`src/rtl/llsc_resv_ctrl.sv`:
```
// LL/SC reservation controller: tracks the reserved word, drives the LLbit
// register through a WB-aligned pending write and resolves SC in MEM.
// Ports:
//   clk, rst_n          clock, async active-low reset
//   stall, flush        MEM/WB stall, exception/ERET flush
//   ll_valid, sc_valid  LL / SC in MEM, mem_addr their effective address
//   st_valid, st_addr   committing store (own or snooped)
//   llbit_q             LLbit register output
//   llbit_we/_wdata     LLbit register write port
//   sc_success          SC outcome for MEM
//   resv_valid/_addr    reservation state for observability
module llsc_resv_ctrl #(
   parameter int ADDR_W    = 32,
   parameter int TIMEOUT_W = 8,
   parameter int TIMEOUT   = 200
) (
   input  logic              clk,
   input  logic              rst_n,
   input  logic              stall,
   input  logic              flush,
   input  logic              ll_valid,
   input  logic              sc_valid,
   input  logic [ADDR_W-1:0] mem_addr,
   input  logic              st_valid,
   input  logic [ADDR_W-1:0] st_addr,
   input  logic              llbit_q,
   output logic              llbit_we,
   output logic              llbit_wdata,
   output logic              sc_success,
   output logic              resv_valid,
   output logic [ADDR_W-1:0] resv_addr
);

   typedef enum logic {
      S_IDLE = 1'b0,
      S_RESV = 1'b1
   } state_t;

   localparam bit                 L_TO_EN   = (TIMEOUT != 0);
   localparam logic [TIMEOUT_W-1:0] L_TO_LAST = TIMEOUT_W'(TIMEOUT - 1);

   state_t              r_state;
   state_t              w_state_nxt;
   logic [ADDR_W-1:0]   r_addr;
   logic [ADDR_W-1:0]   w_addr_nxt;
   logic [TIMEOUT_W-1:0] r_age;
   logic [TIMEOUT_W-1:0] w_age_nxt;
   logic                r_pend_we;
   logic                r_pend_val;
   logic                w_sched_we;
   logic                w_sched_val;

   logic w_eff;
   logic w_mem_match;
   logic w_st_match;
   logic w_timeout;
   logic w_unused_lsb;

   // Pending value is newer than the register: forward it to hide the WB delay
   assign w_eff        = r_pend_we ? r_pend_val : llbit_q;
   assign w_mem_match  = (mem_addr[ADDR_W-1:2] == r_addr[ADDR_W-1:2]);
   assign w_st_match   = (st_addr[ADDR_W-1:2] == r_addr[ADDR_W-1:2]);
   assign w_timeout    = L_TO_EN && (r_age == L_TO_LAST);
   assign w_unused_lsb = ^{mem_addr[1:0], st_addr[1:0]};

   always_ff @(posedge clk or negedge rst_n) begin
      if (!rst_n) begin
         r_state    <= S_IDLE;
         r_addr     <= '0;
         r_age      <= '0;
         r_pend_we  <= 1'b0;
         r_pend_val <= 1'b0;
      end else begin
         r_state <= w_state_nxt;
         r_addr  <= w_addr_nxt;
         r_age   <= w_age_nxt;
         // Flush clears the LLbit even while the pipeline is stalled
         if (flush || !stall) begin
            r_pend_we  <= w_sched_we;
            r_pend_val <= w_sched_val;
         end
      end
   end

   always_comb begin
      w_state_nxt = r_state;
      w_addr_nxt  = r_addr;
      w_age_nxt   = r_age;
      w_sched_we  = 1'b0;
      w_sched_val = 1'b0;
      if (flush) begin
         w_state_nxt = S_IDLE;
         w_age_nxt   = '0;
         w_sched_we  = 1'b1;
      end else if (!stall) begin
         unique case (r_state)
            S_IDLE: begin
               if (sc_valid) begin
                  w_sched_we = 1'b1;
               end else if (ll_valid) begin
                  w_state_nxt = S_RESV;
                  w_addr_nxt  = {mem_addr[ADDR_W-1:2], 2'b00};
                  w_age_nxt   = '0;
                  w_sched_we  = 1'b1;
                  w_sched_val = 1'b1;
               end
            end
            S_RESV: begin
               if (sc_valid || (w_timeout && !(st_valid && w_st_match && ll_valid))
                   || (st_valid && w_st_match && !ll_valid)) begin
                  w_state_nxt = S_IDLE;
                  w_age_nxt   = '0;
                  w_sched_we  = 1'b1;
               end else if (ll_valid) begin
                  // Also covers a matching store in the same cycle: LL wins
                  w_addr_nxt  = {mem_addr[ADDR_W-1:2], 2'b00};
                  w_age_nxt   = '0;
                  w_sched_we  = 1'b1;
                  w_sched_val = 1'b1;
               end else if (!(&r_age)) begin
                  w_age_nxt = r_age + TIMEOUT_W'(1);
               end
            end
            default: w_state_nxt = S_IDLE;
         endcase
      end
   end

   always_comb begin
      sc_success  = sc_valid && !flush && (r_state == S_RESV)
                    && w_eff && w_mem_match;
      llbit_we    = r_pend_we;
      llbit_wdata = r_pend_val;
      resv_valid  = (r_state == S_RESV);
      resv_addr   = r_addr;
   end

endmodule

```
`config.mk`:
```
export PLATFORM = sky130hd
export DESIGN_NAME = llsc_resv_ctrl
export DESIGN_NICKNAME = d
export VERILOG_FILES = /design/src/rtl/llsc_resv_ctrl.sv
export SDC_FILE = /design/constraint.sdc
export NUM_CORES = 1
export LEC_CHECK = 0
export CELL_PAD_IN_SITES_DETAIL_PLACEMENT = 1
export CELL_PAD_IN_SITES_GLOBAL_PLACEMENT = 2
export CORE_UTILIZATION = 23
export DETAILED_ROUTE_END_ITERATION = 6
export GPL_ROUTABILITY_DRIVEN = 0
export PLACE_DENSITY = 0.85
export SLEW_MARGIN = 20
export SYNTH_ARGS = -nofsm -noshare
export SYNTH_HDL_FRONTEND = slang
export SYNTH_SLANG_ARGS = --single-unit
```
`constraint.sdc`:
```
create_clock -name clk -period 2 [get_ports clk]
set_input_delay 0.4 -clock clk [delete_from_list [all_inputs] [get_ports clk]]
set_output_delay 0.4 -clock clk [all_outputs]
set_load 0.01 [all_outputs]
```
==> results.ini <==
[outcome]
status=finished, violations left
violations=negative setup slack

[die]
core_area_um2=10800
ioPinCount=108
die_area_um2=11600
start_util_pct=23.7
fp.dieH_um=108
fp-row-count=38
die_w_um=108

[clocking]
cts_root_buffer=clkbuf_8
htree_levels=2
numCtsBuffers=5
clkSlewWorstSetupHoldPaths_ns=0.09
cts_tree=built
clock_latency_ns=0.30
cts.sinks=41
clockBufferDepth=2

[critical_path]
crit_fanout=2
slowest_stage=dfrtp_1
required_ns=1.60
crit_top_cell=nor4_2
cp-end-kind=output pin
cp_top_family=simple AND/OR/NAND/NOR gates
cp.arrival_ns=2.11
path_buf_inv=3
worstPathCellList=buf_6 > xor2_1 > nor4_2 > buf_4 > nand4_1 > nor4_2 > buf_2
start_kind=flip-flop
crit_type=reg2out
critPathMaxStageDelay_ns=0.42

[grt]
grt_max_degree=24
grt_pass1_wl_um=14400
overflow=0
grt_usage_pct=16.6
antenna_found_initial=0
first_global_vias=2659

[timing]
fin_setup_tns_ns=-14.28
fin_crit_ns=2.51
report.final.slew_viol_count=0
fin_hold_ws_ns=0.0561
rsz0062_at_grt=true
fin_worst_skew_ns=0.0121
fin_ws_ns=-0.507
setup_viol=41
finalHoldViolations=0
fin_crit_sh_pct=125
relSlewSlack_pct=60.0
worstMarginPinSlew_ns=0.595
fmax_mhz=399

[yosys]
synth_cell_types=36
synth_top_area_share_pct=40.0
synth_seq_area_share_pct=40.0
synthArstFlopShare_pct=100
ys_ff_latch=41
netlist_area_um2=2570
yosysWarnings=0
syn_inst=230
synth_top_area_cell=dfrtp_1
synth_edf_count=0
synth_top_cells_by_area=dfrtp_1, mux2_4, xor2_1, xnor2_1, mux2_1
avgSynthCellArea_um2=11.2
yosys_most_used_dff=dfrtp_1

[detailed_routing]
drt_iter0_markers=49
drc=0
routed_wl_um=9380
routed_via_density=4.52
first_pass_iters=4
wl_per_cell_um=17.3
vias=2457
antenna_left=0

[finish]
fin_nets=476
antenna_cells=0
instances_no_fill=544
syn2layout_area_growth_pct=79.6
final_layout_size_suffix_gt1_share_pct=32.9
layout.core_utilization_pct=42.5
n_fill_cell=1213

[power_and_ir_drop]
p_leak_uw=0.00201
power.share.clock_pct=21.8
combPwrFrac_pct=44.6
power.share.sequential_pct=33.6
internal-power_uw=2320
vdd_drop_max_mv=0.306
p_switching_uw=1000
powerDensity_nw_per_um2=720
total_power_uw=3320
switching_share_pct=30.1

[job]
drv_cap=0

[placement]
io_buffers=101
hpwl_um=6620
dp_cells=522

[hold_path]
hp-class=in2async

==> path summary, 6_finish.rpt <==
| check | start | end | slack, ns | cells past startpoint |
|---|---|---|---|---|
| max | resv_addr[2] | sc_success | -0.51 | 7 |
| min | rst_n | resv_addr[9] | 0.06 | 1 |
| max reg2reg | resv_addr[5] | resv_addr[10] | -0.46 | 10 |
| min reg2reg | llbit_wdata | llbit_wdata | 0.57 | 2 |
| max in group asynchronous | rst_n | r_age[5] | 1.41 | 2 |
| min in group clk | mem_addr[2] | resv_addr[2] | 0.41 | 2 |
==> cell usage after synthesis, drive strengths merged (2+ instances only) <==
library cell,instances
inv,3
a21oi,7
nand4,13
a31oi,7
xnor2,28
o21ai,4
mux2,31
nor3,4
xor2,32
clkbuf,2
buf,5
dfrtp,41
nand3,9
and2,2
nand2,8
nor2,9
nor4,11
==> cells in the final DEF (no fill, tap or decap), types with 2 or more instances in the layout <==
cell / instances
xor2_1: 32
nand3_2: 3
xnor2_1: 24
nand4_1: 13
mux2_4: 30
a31oi_1: 3
nor4_1: 6
buf_2: 2
and2_1: 2
dfrtp_1: 41
buf_6: 8
xnor2_2: 4
nor2_1: 9
buf_12: 2
o21ai_1: 3
inv_1: 3
dlygate4sd2_1: 8
clkbuf_8: 6
buf_16: 2
nor4_2: 5
nand2_1: 7
a21oi_1: 6
conb_1: 2
clkdlybuf4s50_1: 84
nand3_1: 6
dlymetal6s2s_1: 7
a31oi_4: 3
buf_4: 58
nor3_1: 4
==> per-stage QoR <==
stage / worst slack, ns / area [um^2]
6_report: -0.507 / 4610
5_1_grt: -0.596 / 4610
4_1_cts: -0.510 / 4560
3_5_place_dp: -0.917 / 4150
3_3_place_gp: -0.944 / 4150
2_1_floorplan: 0.00768 / 2570
==> cell type report <==
cell class              instances  area, um^2  share of cell area (%)
flip-flops and latches         41        1030                    22.3
repair buffers                172        1640                    35.7
well taps                     140         175                    3.80
multi-input cells             180        1640                    35.5
clock inverters                 1        30.0                   0.651
clock buffers                   7        86.3                    1.87
inverters                       3        11.3                   0.244
==> cell families (layout without fill, tap and decap cells) <==
group	Yosys count	count (layout)	share of synthesized area, %
AO/OA/AOI/OAI	24	24	6.44
XOR/XNOR	60	60	20.5
adder cells (fa/ha/maj)	1	1	0.487
buffers and inverters	10	183	2.63
flip-flops	41	41	40.0
multiplexers	31	31	16.5
other	1	2	0.146
AND/OR/NAND/NOR	62	62	13.3
==> per-layer routing <==
metal	wire length, um	global-route usage (%)	vias to the layer above
li1	-	-	1166
met2	4820	30.0	68
met4	152	4.11	0
met1	3930	20.0	1214
met3	483	3.33	9
met5	0	0	-
==> flip-flops by register name, summed over array words and instances (netlist names) <==
name / flops
resv_addr: 30
r_age: 8
llbit_wdata: 1
resv_valid: 1
llbit_we: 1
==> what timing repair did <==
item | CTS | global route
pin swaps | 18 | 12
cloned | 3 | 0
setup endpoints to repair | 42 | 43
hold buffers | 0 | 0
gates resized for setup | 48 | 20
buffers inserted | 11 | 3
==> power by group through the flow <==
| stage | logic, uW | registers, uW | clock network (uW) |
|---|---|---|---|
| detailed placement | 1360 | 1130 | 0 |
| finish | 1480 | 1110 | 722 |
| global placement | 1330 | 1120 | 0 |
| floorplan | 445 | 1210 | 0 |
| CTS | 1490 | 1110 | 748 |
| global route | 1580 | 1130 | 774 |
Power figures use the tool's default switching activity.
